**config.mk**
```make
export PLATFORM = sky130hd
export DESIGN_NAME = tcam_search_engine_flat
export DESIGN_NICKNAME = d
export VERILOG_FILES = /design/src/rtl/tcam_search_engine_if.sv /design/src/rtl/tcam_search_engine.sv /design/src/flat_wrapper.sv
export SDC_FILE = /design/constraint.sdc
export NUM_CORES = 1
export LEC_CHECK = 0
export CAP_MARGIN = 15
export CORE_MARGIN = 2
export CORE_UTILIZATION = 55
export CTS_BUF_LIST = sky130_fd_sc_hd__clkbuf_16
export CTS_CLUSTER_DIAMETER = 40
export DETAILED_ROUTE_END_ITERATION = 12
export HOLD_SLACK_MARGIN = 0.1
export PLACE_DENSITY = 0.73
export SYNTH_ARGS = -nofsm -noshare
export SYNTH_HDL_FRONTEND = slang
export SYNTH_SLANG_ARGS = --single-unit
export TNS_END_PERCENT = 10
```
**constraint.sdc**
```tcl
create_clock -name clk -period 6 [get_ports clk]
set_input_delay 1.8 -clock clk [delete_from_list [all_inputs] [get_ports clk]]
set_output_delay 1.8 -clock clk [all_outputs]
set_load 0.02 [all_outputs]
```
**src/rtl/tcam_search_engine_if.sv**
```systemverilog
// rtl/tcam_search_engine_if.sv - write and search bus of the ternary CAM search engine
interface tcam_search_engine_if #(
  parameter int MEM_SIZE   = 16,
  parameter int MEM_LENGTH = 16,
  parameter int ADDR_W     = $clog2(MEM_SIZE),
  parameter int CNT_W      = $clog2(MEM_SIZE + 1)
);
  logic                  wr_en;
  logic [ADDR_W-1:0]     wr_addr;
  logic [MEM_LENGTH-1:0] wr_data;
  logic [MEM_LENGTH-1:0] wr_mask;
  logic                  wr_valid;
  logic                  search_start;
  logic [MEM_LENGTH-1:0] search_key;
  logic                  busy;
  logic                  done;
  logic                  hit;
  logic [ADDR_W-1:0]     hit_addr;
  logic [CNT_W-1:0]      hit_count;

  modport master (
    output wr_en, wr_addr, wr_data, wr_mask, wr_valid, search_start, search_key,
    input  busy, done, hit, hit_addr, hit_count
  );

  modport slave (
    input  wr_en, wr_addr, wr_data, wr_mask, wr_valid, search_start, search_key,
    output busy, done, hit, hit_addr, hit_count
  );
endinterface

```
**src/rtl/tcam_search_engine.sv**
```systemverilog
// rtl/tcam_search_engine.sv - ternary CAM storage with a one-entry-per-clock search scan
module tcam_search_engine #(
  parameter int MEM_SIZE   = 16,
  parameter int MEM_LENGTH = 16,
  parameter int ADDR_W     = $clog2(MEM_SIZE),
  parameter int CNT_W      = $clog2(MEM_SIZE + 1)
) (
  input  logic              clk,
  input  logic              rst_n,
  tcam_search_engine_if.slave bus
);

  typedef enum logic {IDLE_S, SCAN_S} state_t;

  state_t                state_q, state_d;
  logic [ADDR_W-1:0]     idx_q, idx_d;
  logic [MEM_LENGTH-1:0] key_q, key_d;
  logic                  hit_q, hit_d;
  logic                  done_q, done_d;
  logic [ADDR_W-1:0]     hit_addr_q, hit_addr_d;
  logic [CNT_W-1:0]      hit_count_q, hit_count_d;

  logic [MEM_LENGTH-1:0] data_q [MEM_SIZE];
  logic [MEM_LENGTH-1:0] data_d [MEM_SIZE];
  logic [MEM_LENGTH-1:0] mask_q [MEM_SIZE];
  logic [MEM_LENGTH-1:0] mask_d [MEM_SIZE];
  logic [MEM_SIZE-1:0]   valid_q, valid_d;

  logic                  entry_match;

  // Entry under idx matched against current (pre-write) contents; masked bits are don't-care
  assign entry_match = valid_q[idx_q] &&
                       (((data_q[idx_q] ^ key_q) & ~mask_q[idx_q]) == '0);

  // Storage update: at most one entry written per cycle, in any state
  always_comb begin
    data_d  = data_q;
    mask_d  = mask_q;
    valid_d = valid_q;
    if (bus.wr_en) begin
      data_d[bus.wr_addr]  = bus.wr_data;
      mask_d[bus.wr_addr]  = bus.wr_mask;
      valid_d[bus.wr_addr] = bus.wr_valid;
    end
  end

  // Search sequencing: accept in IDLE, evaluate one entry per edge, pulse done after the last
  always_comb begin
    state_d     = state_q;
    idx_d       = idx_q;
    key_d       = key_q;
    hit_d       = hit_q;
    hit_addr_d  = hit_addr_q;
    hit_count_d = hit_count_q;
    done_d      = 1'b0;
    case (state_q)
      IDLE_S: begin
        if (bus.search_start) begin
          state_d     = SCAN_S;
          key_d       = bus.search_key;
          idx_d       = '0;
          hit_d       = 1'b0;
          hit_addr_d  = '0;
          hit_count_d = '0;
        end
      end
      SCAN_S: begin
        if (entry_match) begin
          hit_count_d = hit_count_q + CNT_W'(1);
          if (!hit_q) begin
            hit_d      = 1'b1;
            hit_addr_d = idx_q;
          end
        end
        idx_d = idx_q + ADDR_W'(1);
        if (idx_q == ADDR_W'(MEM_SIZE - 1)) begin
          state_d = IDLE_S;
          done_d  = 1'b1;
        end
      end
      default: state_d = IDLE_S;
    endcase
  end

  // Control, result and valid registers; reset aborts a scan without a done pulse
  always_ff @(posedge clk) begin
    if (!rst_n) begin
      state_q     <= IDLE_S;
      idx_q       <= '0;
      key_q       <= '0;
      hit_q       <= 1'b0;
      done_q      <= 1'b0;
      hit_addr_q  <= '0;
      hit_count_q <= '0;
      valid_q     <= '0;
    end else begin
      state_q     <= state_d;
      idx_q       <= idx_d;
      key_q       <= key_d;
      hit_q       <= hit_d;
      done_q      <= done_d;
      hit_addr_q  <= hit_addr_d;
      hit_count_q <= hit_count_d;
      valid_q     <= valid_d;
    end
  end

  // Entry payload; left untouched by reset since invalid entries never match
  always_ff @(posedge clk) begin
    data_q <= data_d;
    mask_q <= mask_d;
  end

  assign bus.busy      = (state_q == SCAN_S);
  assign bus.done      = done_q;
  assign bus.hit       = hit_q;
  assign bus.hit_addr  = hit_addr_q;
  assign bus.hit_count = hit_count_q;

endmodule

```
**src/flat_wrapper.sv**
```systemverilog
// flat-port wrapper written by rule: the top's interface ports become plain ports
module tcam_search_engine_flat 
#(
  parameter int MEM_SIZE   = 16,
  parameter int MEM_LENGTH = 16,
  parameter int ADDR_W     = $clog2(MEM_SIZE),
  parameter int CNT_W      = $clog2(MEM_SIZE + 1)
)
  (clk, rst_n, bus_wr_en, bus_wr_addr, bus_wr_data, bus_wr_mask, bus_wr_valid, bus_search_start, bus_search_key, bus_busy, bus_done, bus_hit, bus_hit_addr, bus_hit_count);
  tcam_search_engine_if #(.MEM_SIZE(MEM_SIZE), .MEM_LENGTH(MEM_LENGTH), .ADDR_W(ADDR_W), .CNT_W(CNT_W)) bus_i ();
  input  logic clk;
  input  logic rst_n;
  input wire logic [$bits(bus_i.wr_en)-1:0] bus_wr_en;
  input wire logic [$bits(bus_i.wr_addr)-1:0] bus_wr_addr;
  input wire logic [$bits(bus_i.wr_data)-1:0] bus_wr_data;
  input wire logic [$bits(bus_i.wr_mask)-1:0] bus_wr_mask;
  input wire logic [$bits(bus_i.wr_valid)-1:0] bus_wr_valid;
  input wire logic [$bits(bus_i.search_start)-1:0] bus_search_start;
  input wire logic [$bits(bus_i.search_key)-1:0] bus_search_key;
  output wire logic [$bits(bus_i.busy)-1:0] bus_busy;
  output wire logic [$bits(bus_i.done)-1:0] bus_done;
  output wire logic [$bits(bus_i.hit)-1:0] bus_hit;
  output wire logic [$bits(bus_i.hit_addr)-1:0] bus_hit_addr;
  output wire logic [$bits(bus_i.hit_count)-1:0] bus_hit_count;
  assign bus_i.wr_en = bus_wr_en;
  assign bus_i.wr_addr = bus_wr_addr;
  assign bus_i.wr_data = bus_wr_data;
  assign bus_i.wr_mask = bus_wr_mask;
  assign bus_i.wr_valid = bus_wr_valid;
  assign bus_i.search_start = bus_search_start;
  assign bus_i.search_key = bus_search_key;
  assign bus_busy = bus_i.busy;
  assign bus_done = bus_i.done;
  assign bus_hit = bus_i.hit;
  assign bus_hit_addr = bus_i.hit_addr;
  assign bus_hit_count = bus_i.hit_count;
  tcam_search_engine #(.MEM_SIZE(MEM_SIZE), .MEM_LENGTH(MEM_LENGTH), .ADDR_W(ADDR_W), .CNT_W(CNT_W)) u_core (.clk(clk), .rst_n(rst_n), .bus(bus_i));
endmodule
```
==> results by group <==
Logic synthesis
  • Mux contribution to synthesized area: 15.85%
  • Largest area contributor in the netlist: edfxtp_1
  • Top-count cell post-synth: edfxtp_1
  • Most instantiated cells after synthesis: 512 x edfxtp_1, 133 x mux4_2, 68 x nand2_1
  • Synth top area share: 69.84%
  • Top_reg_cell synth: edfxtp_1
  • Simple-Gate Fraction of Synth Area: 3.990%
  • Post-Synth Adder-Cell Area: less than 1%
  • Syn_nets: 1165
  • Post-Synth XOR/XNOR Area: less than 1%
  • Number of synthesis warnings: 0
  • Mapped Avg Cell Area: between 15 and 20 µm²
  • Sequential area share after synthesis: about 74%
  • Largest family of logic cells by synthesized area: multiplexers
  • Post-synth EDFFs: a little over 500
  • Synth unique cells: 63
  • Synth Instances: around 1.1k
  • Top cells by area, synth: edfxtp_1 70%, mux4_2 14%, dfxtp_1 4.4%, mux2i_1 2.1%, nand2_1 1.2%
  • Synth Area in Compound Gates: between 3 and 4%
  • Cell area after synthesis: 0.02201 mm²
  • Seq cells post-synth: 560
  • Asr flop ratio synth: 0%

Clocking
  • Clk Latency, worst-skew pair: between 500 and 600 ps
  • CTS tree: done
  • CTS root buf: clkbuf_16
  • Sink Count: 560
  • Post-CTS Resized: 0
  • Clock Path Buffers: 3
  • CTS Buf Count: between 60 and 70
  • Worst-path clk slew: ~60 ps
  • Postcts setup bufs: 0
  • CTS H-tree depth: 3
  • Hold Buf Count CTS: 0

Critical path
  • Critical path endpoint category: flip-flop
  • Critical Path AT: ~4700 ps
  • CP Cell Sequence: buf_12 -> mux4_2 -> mux2i_1 -> xor2_1 -> a211oi_1 -> o41ai_1 -> nand4_1 -> or3_1 -> mux2i_1
  • Reg2Reg Depth: 9
  • Critical path type: flip-flop to flip-flop
  • Worst flop-to-flop path endpoint: u_core.bus.hit_addr[3]$_SDFFE_PN0P_
  • CP max FO: between 70 and 80
  • Crit Reg-Reg Startpoint: u_core.idx_q[1]$_SDFFE_PN0P_
  • R2R Setup Slk: between 1500 and 2000 ps
  • CP peak stage delay: about 740 ps
  • Setup crit start kind: flip-flop
  • Crit path required time: ~6500 ps
  • Most common cell on crit path: mux2i_1
  • Crit path max-delay cell type: dfxtp_4

GRT
  • Grt total ovfl: 0
  • Vias in the first global route: roughly 11k
  • Largest net degree at the start of global routing: 80
  • First-pass GRT wire length: 73640 µm
  • GRT Overall Usage: approximately a quarter
  • Initial antenna violation count: 2

Floorplanning
  • DIE AREA: 0.04164 mm²
  • Core area: 0.03964 mm²
  • I/O pin count: 69
  • Initial Util: 55.53%
  • Die X: slightly above 200 µm
  • Die H: between 200 and 250 µm
  • Row count: between 70 and 80

Worst hold path
  • Hold path cells: 2
  • Worst hold path startpoint: u_core.bus.hit_addr[1]$_SDFFE_PN0P_
  • Worst hold path class: flip-flop to flip-flop
  • Hold path endpoint: u_core.bus.hit_addr[1]$_SDFFE_PN0P_

Detailed routing
  • Initial drt markers: between 1k and 1.5k
  • Via density: between 6 and 7
  • WL per Instance: 27.54 µm
  • Via count: approximately 11k
  • Pre-antenna DRT Iters: 5
  • Post-detailed-route count of antenna-violating nets: 0
  • DRC: 0
  • Post-Route WL: slightly below 50000 µm

Layout
  • Nets: around 1.3k
  • Antenna diodes: 0
  • Area delta synth->final: 16.18%
  • Final instance area: 0.02558 mm²
  • Fraction of layout cells with a size suffix above 1: between 20% and 30%

Power
  • Power Internal: about 6.8 mW
  • Pwr Density: ~340 mW/mm²
  • LEAKAGE: around 8 nW
  • Clock power share: roughly 45%
  • Flop pwr share: 50.8%
  • Part of the power in combinational logic: ~4.4%
  • VDD IR-drop max: about 0.27 mV
  • Switching power: between 1.5 and 2 mW
  • Switching Fraction: a little over a fifth

STA
  • Tmin final: around 4200 ps
  • Unrepaired setup endpoints after global routing: false
  • Relative slew slack: between 20% and 30%
  • Hold_ws: 470.7 ps
  • Clk_skew: about 14 ps
  • Fin worst setup slack: between 1500 and 2000 ps
  • Setup violations, final: 0
  • Hold Fails Final Rpt: 0
  • Final setup TNS: 0 ps
  • Slew Viols, Final: 0
  • Period utilization: 70.14%
  • FMAX: approximately 240 MHz
  • Worst-Margin Slew: between 1000 and 1500 ps

Run
  • Maximum capacitance violations: 0

Outcome
  • Status: completed

Placement
  • DP Worst Slack: ~1600 ps
  • DP Area: approximately 0.023 mm²
  • I/O Buffers: 68
  • HPWL Detailed: between 20000 and 30000 µm
  • Gp weighted congestion: just under 0.8
-- sequential cells by signal, summed over array words and instances (netlist names) --
register / count
u_core.data_q: 256
u_core.mask_q: 256
u_core.key_q: 16
u_core.valid_q: 16
u_core.bus.hit_count: 5
u_core.bus.hit_addr: 4
u_core.idx_q: 4
u_core.bus.busy: 1
u_core.bus.done: 1
u_core.bus.hit: 1
-- metrics by stage --
step	cells	utilization [%]	total power [mW]
after floorplan	1106	-	4.666
after global placement	1663	58.82	4.834
after detailed placement	1665	58.94	4.848
after CTS	1782	64.32	8.692
after global routing	1786	64.52	8.873
final	1786	64.52	8.634
-- final cells by class --
class                      instances  area [µm²]
multi-input combinational        484        5418
clock buffer                      69        1727
inverter                           2       7.507
tap                              525       656.9
timing repair buffer              98        1013
clock inverter                    48       405.4
fill                            2644       14060
sequential                       560       16350
-- worst max-delay path by stage --
stage                                                      to                         start  cells past startpoint  slack [ps]
final                     u_core.bus.hit_addr[3]$_SDFFE_PN0P_  u_core.idx_q[1]$_SDFFE_PN0P_                      9        1790
after global routing      u_core.bus.hit_addr[0]$_SDFFE_PN0P_  u_core.idx_q[0]$_SDFFE_PN0P_                      9        1540
after CTS                 u_core.bus.hit_addr[1]$_SDFFE_PN0P_  u_core.idx_q[1]$_SDFFE_PN0P_                      9        1710
after detailed placement      u_core.valid_q[11]$_SDFFE_PN0P_                bus_wr_addr[0]                      6        1570
after global placement           u_core.data_q[213]$_DFFE_PP_                     bus_wr_en                      3        1670
after floorplan                u_core.valid_q[0]$_SDFFE_PN0P_                bus_wr_addr[3]                      5         780
-- layout by cell type, fill, tap and decap left out, drive strengths merged, types with 5 or more instances in the layout --
cell type	Yosys	routed
edfxtp	512	512
mux4	133	133
clkbuf	18	69
nand2	68	68
clkdlybuf4s50	0	68
dfxtp	48	48
mux2i	47	47
buf	42	30
nor2	30	30
a21boi	29	29
inv	2	26
o21ai	17	17
clkinv	0	15
nor2b	14	14
a21oi	12	12
nand3	11	11
xor2	11	11
xnor2	11	11
nand2b	10	10
or2	8	8
nor3	8	8
a211oi	7	7
o22ai	7	7
clkinvlp	0	5
-- worst max-delay path: cells and delay by family (launching register included) --
family	cells	cell delay, ps
xor gates and xnor gates	1	180
buffers and inverters	1	450
AOI/OAI and AO/OA	2	560
muxes	3	970
DFF	1	740
and+or+nand+nor	2	1070
-- per-layer routing --
| metal | wire length, µm | track usage [%] | part of all wire (%) | vias to the layer above |
|---|---|---|---|---|
| li1 | - | - | - | 4731 |
| met1 | 19820 | 34.75 | 40 | 5830 |
| met2 | 24080 | 39.95 | 49 | 531 |
| met3 | 4062 | 4.528 | 8.3 | 83 |
| met4 | 1229 | 7.712 | 2.5 | 0 |
| met5 | 0 | 0 | 0 | - |
-- kinds of logic after synthesis --
family / after synthesis
AO/OA/AOI/OAI: 101
XOR/XNOR: 22
adder cells (fa/ha/maj): 2
buffers and inverters: 62
flip-flops: 560
multiplexers: 182
AND/OR/NAND/NOR: 177
-- power by group through the flow --
stage                     Combinational, mW  Clock [mW]  Sequential, mW
after floorplan                       0.228           0            4.44
after global placement                0.370           0            4.46
after detailed placement              0.381           0            4.47
after CTS                             0.383        3.92            4.39
after global routing                  0.408        4.07            4.39
final                                 0.380        3.87            4.39
(Power assumes the default switching activity.)
